### src/rtl/pc_gen.sv
// Instruction fetch address generator: sequential PC stepping, prioritised redirects,
// and a stall-safe pending buffer so a redirect seen during a stall is never lost.
module pc_gen #(
    parameter int              ADDR_W     = 32,
    parameter logic [ADDR_W-1:0] RESET_VEC = 32'h8000_0000,
    parameter int              STEP       = 4,
    parameter int              NUM_REDIR  = 2,
    parameter int              ALIGN_BITS = 2,
    localparam int             IDXW       = (NUM_REDIR > 1) ? $clog2(NUM_REDIR) : 1
) (
    input  logic                          clk,
    input  logic                          rst,
    input  logic                          stops_stop,
    input  logic [NUM_REDIR-1:0]          redir_valid_i,
    input  logic [NUM_REDIR*ADDR_W-1:0]   redir_addr_i,
    output logic [ADDR_W-1:0]             pc,
    output logic                          ce,
    output logic                          redir_taken_o,
    output logic [IDXW-1:0]               redir_src_o,
    output logic                          misalign_o
);

    localparam logic [ADDR_W-1:0] ALIGN_MASK = ADDR_W'((64'd1 << ALIGN_BITS) - 64'd1);

    logic              started;
    logic              pend_v;
    logic [IDXW-1:0]   pend_idx;
    logic [ADDR_W-1:0] pend_addr;

    logic              live_v;
    logic [IDXW-1:0]   live_idx;
    logic [ADDR_W-1:0] live_addr;
    logic              use_pend;
    logic              sel_v;
    logic [IDXW-1:0]   sel_idx;
    logic [ADDR_W-1:0] sel_addr;
    logic [ADDR_W-1:0] pc_d;

    // Scan from the highest index down so the lowest valid channel is the last write.
    always_comb begin
        live_v    = 1'b0;
        live_idx  = '0;
        live_addr = '0;
        for (int k = NUM_REDIR - 1; k >= 0; k--) begin
            if (redir_valid_i[k]) begin
                live_v    = 1'b1;
                live_idx  = IDXW'(k);
                live_addr = redir_addr_i[k*ADDR_W +: ADDR_W];
            end
        end
    end

    // A buffered redirect only beats a live one when strictly higher priority.
    always_comb begin
        use_pend = pend_v && (!live_v || (pend_idx < live_idx));
        sel_v    = use_pend || live_v;
        sel_idx  = use_pend ? pend_idx  : live_idx;
        sel_addr = use_pend ? pend_addr : live_addr;
        if (sel_v)
            pc_d = sel_addr;
        else if (!started)
            pc_d = pc;
        else
            pc_d = pc + ADDR_W'(STEP);
    end

    always_ff @(posedge clk) begin
        if (rst) begin
            pc            <= RESET_VEC;
            ce            <= 1'b0;
            redir_taken_o <= 1'b0;
            redir_src_o   <= '0;
            misalign_o    <= 1'b0;
            started       <= 1'b0;
            pend_v        <= 1'b0;
            pend_idx      <= '0;
            pend_addr     <= '0;
        end else if (stops_stop) begin
            redir_taken_o <= 1'b0;
            if (live_v && (!pend_v || (live_idx <= pend_idx))) begin
                pend_v    <= 1'b1;
                pend_idx  <= live_idx;
                pend_addr <= live_addr;
            end
        end else begin
            pc            <= pc_d;
            ce            <= 1'b1;
            started       <= 1'b1;
            redir_taken_o <= sel_v;
            misalign_o    <= |(pc_d & ALIGN_MASK);
            if (sel_v) begin
                redir_src_o <= sel_idx;
                pend_v      <= 1'b0;
            end
        end
    end

endmodule

### config.mk
export PLATFORM = sky130hd
export DESIGN_NAME = pc_gen
export DESIGN_NICKNAME = d
export VERILOG_FILES = /design/src/rtl/pc_gen.sv
export SDC_FILE = /design/constraint.sdc
export NUM_CORES = 1
export LEC_CHECK = 0
export BUFFER_PORTS_ARGS = -buffer_cell sky130_fd_sc_hd__buf_4
export CAP_MARGIN = 20
export CORE_ASPECT_RATIO = 0.6
export CORE_MARGIN = 3
export CORE_UTILIZATION = 50
export DETAILED_ROUTE_END_ITERATION = 6
export PLACE_DENSITY_LB_ADDON = 0.3
export SETUP_SLACK_MARGIN = 0.05
export SYNTH_ARGS = -nofsm -noshare
export SYNTH_HDL_FRONTEND = slang
export SYNTH_SLANG_ARGS = --single-unit
### constraint.sdc
create_clock -name clk -period 2.2 [get_ports clk]
set_clock_uncertainty 0.1 [all_clocks]
set_input_delay 0.44 -clock clk [delete_from_list [all_inputs] [get_ports clk]]
set_output_delay 0.44 -clock clk [all_outputs]
set_load 0.005 [all_outputs]
==> metrics.cfg <==
[synth]
async_reset_ff_share_pct=0
synth_warnings=0
synth_edf_count=0
syn_avg_cell_area_um2=8.00
ys_seq_area_share_pct=36.4
synthFlopType=dfxtp_1
syn_nets=551
synth_seq_cells=70
synth_cell_types=60
synth_top_area_share_pct=36.4
netlist_instances=481
synth_area_um2=3850
synth_area_leaders=dfxtp_1, a211oi_1, nor2_1, a22oi_1, nand2_1
yosys.area.top_type=dfxtp_1

[critical_path]
crit_fanout=9
cp.arrival_ns=2.16
startpoint_type=flip-flop
worstSetupEndpointType=flip-flop
critPathKind=flip-flop to flip-flop
worstPathRequired_ns=2.33

[finish]
most-common-layout-cells=buf_4, dfxtp_1, nor2_1
stdcell_area_um2=5220
area_growth_pct=35.5
final_util_pct=70.9
num_antenna_cells=0
layout-drive-gt1-share_pct=29.0
final_common_cell=buf_4
nets=670

[drt]
wire_per_inst_um=18.3
routed-via-count=4414
wl_um=12900
postRouteAntennaNets=0
drt-initial-drc-count=647
viasPerCell=6.24
first_pass_iters=6
drcViolationCount=0

[power]
ir_drop_mv=0.427
leakage_nw=2.18
power_density_nw_per_um2=656

[timing]
worstMarginPinSlew_ns=0.564
setup_viol=0
whs_ns=0.243
finalHoldViolations=0
max-slew-margin-rel_pct=62.3
drv_slew=0
worst_slack_ns=0.165
rsz0062_at_grt=false
setup-tns-final_ns=0
max_freq_mhz=491
fin_crit_sh_pct=92.5
timing.final.crit_period_ns=2.04

[global_routing]
grt_overflow=0
grt_first_pass_wirelength_um=20800
first_global_vias=4075
grt_usage_pct=29.7
grt_max_degree=44
antenna_found_initial=0

[floorplanning]
die_y_um=74.0
initial_utilization_pct=52.3
rows=24
coreArea_um2=7360
dieArea_um2=8820
die_width_um=119
io_pins=105

[status]
status=finished clean

[clock_network]
clk_path_buf_depth=2
postCtsSetupBuffers=0
path_clk_slew_ns=0.05
cts_tree=done
ctsHoldBuffers=0
clock_latency_ns=0.34
cts_root_buf=clkbuf_16
cts_made_buffers=9
cts_max_level=3
cts_sinks=70
cts.repair.resized=0

[place]
dpl_worst_slack_ns=0.110
postPlaceCellArea_um2=4960
hpwl_um=9430
gp_congestion=1.02
port_buffers=104

[hold_path]
min_path_type=input pin to flip-flop

[job]
max_cap_violations=0

==> Yosys cell counts, drive strengths merged (2+ instances only) <==
library cell and n:
o21a 2, o21ai 24, a211o 4, o31ai 2
a211oi 33, nand2b 3, and3 5, and2 6
inv 12, nand4 13, or3 4, mux2 5
nand3 13, nor4 9, nor3 23, nand2 40
a31oi 7, or4 3, buf 18, a21oi 20
a22o 6, o41ai 4, a311oi 3, o22ai 3
o2bb2ai 3, nor2 62, o32ai 2, nand3b 2
clkbuf 17, a41o 2, a221oi 3, o211ai 3
a32o 3, mux2i 12, a22oi 25, dfxtp 70
==> path summary, 6_finish.rpt <==
kind	from	endpoint	slack, ns	cells after the start
setup / recovery	pc[9]$_SDFFE_PP0P_	pc[29]$_SDFFE_PP0P_	0.16	5
hold reg to reg	pend_addr[15]$_SDFFE_PP0P_	pend_addr[15]$_SDFFE_PP0P_	0.39	2
hold / removal	rst	pc[27]$_SDFFE_PP0P_	0.24	2
setup reg to reg	pc[9]$_SDFFE_PP0P_	pc[29]$_SDFFE_PP0P_	0.16	5
==> critical path: stages (launching register included) <==
cell and delay, ns:
dfxtp_1 0.43, nand4_2 0.29, nor3_1 0.40, nand4_1 0.22
and3_1 0.22, o31a_1 0.26
==> through the flow <==
| stage | instances | power [mW] |
|---|---|---|
| 2_1_floorplan | 481 | 1.80 |
| 3_3_place_gp | 693 | 2.11 |
| 3_5_place_dp | 693 | 2.13 |
| 4_1_cts | 707 | 3.41 |
| 5_1_grt | 707 | 3.55 |
| 6_report | 707 | 3.42 |
==> cell families (layout without fill, tap and decap cells) <==
kind of cell	after synthesis	count (layout)	synth area share [%]
compound gates	157	157	29.4
fa+ha+maj	1	1	0.325
buf+inv	47	169	4.94
flops	70	70	36.4
mux	17	17	4.58
simple gates	189	189	24.3
==> registers in the layout, summed over array words and instances, names as in the netlist <==
register       flops
misalign_o         1
pend_idx           1
redir_taken_o      1
started            1
redir_src_o        1
pc                32
pend_v             1
pend_addr         32
==> routing by layer <==
metal,vias to the layer above,GRT usage (%),part of all wire (%)
li1,2071,-,-
met1,2054,41.5,44
met2,253,44.7,43
met3,36,7.22,11
met4,0,11.9,2.2
met5,-,0,0
==> cell type report <==
cell class | instances | area [um2]
clock buffer | 12 | 246
clock inverter | 2 | 10.0
fill | 589 | 2140
inverter | 12 | 45.0
multi-input combinational | 364 | 2270
sequential | 70 | 1400
tap | 104 | 130
timing repair buffer | 143 | 1110
==> power by group <==
group / internal [mW] / switching [mW]
Combinational: 0.331 / 0.342
Sequential: 1.36 / 0.0820
Clock: 0.777 / 0.526
Power figures use the tool's default switching activity.
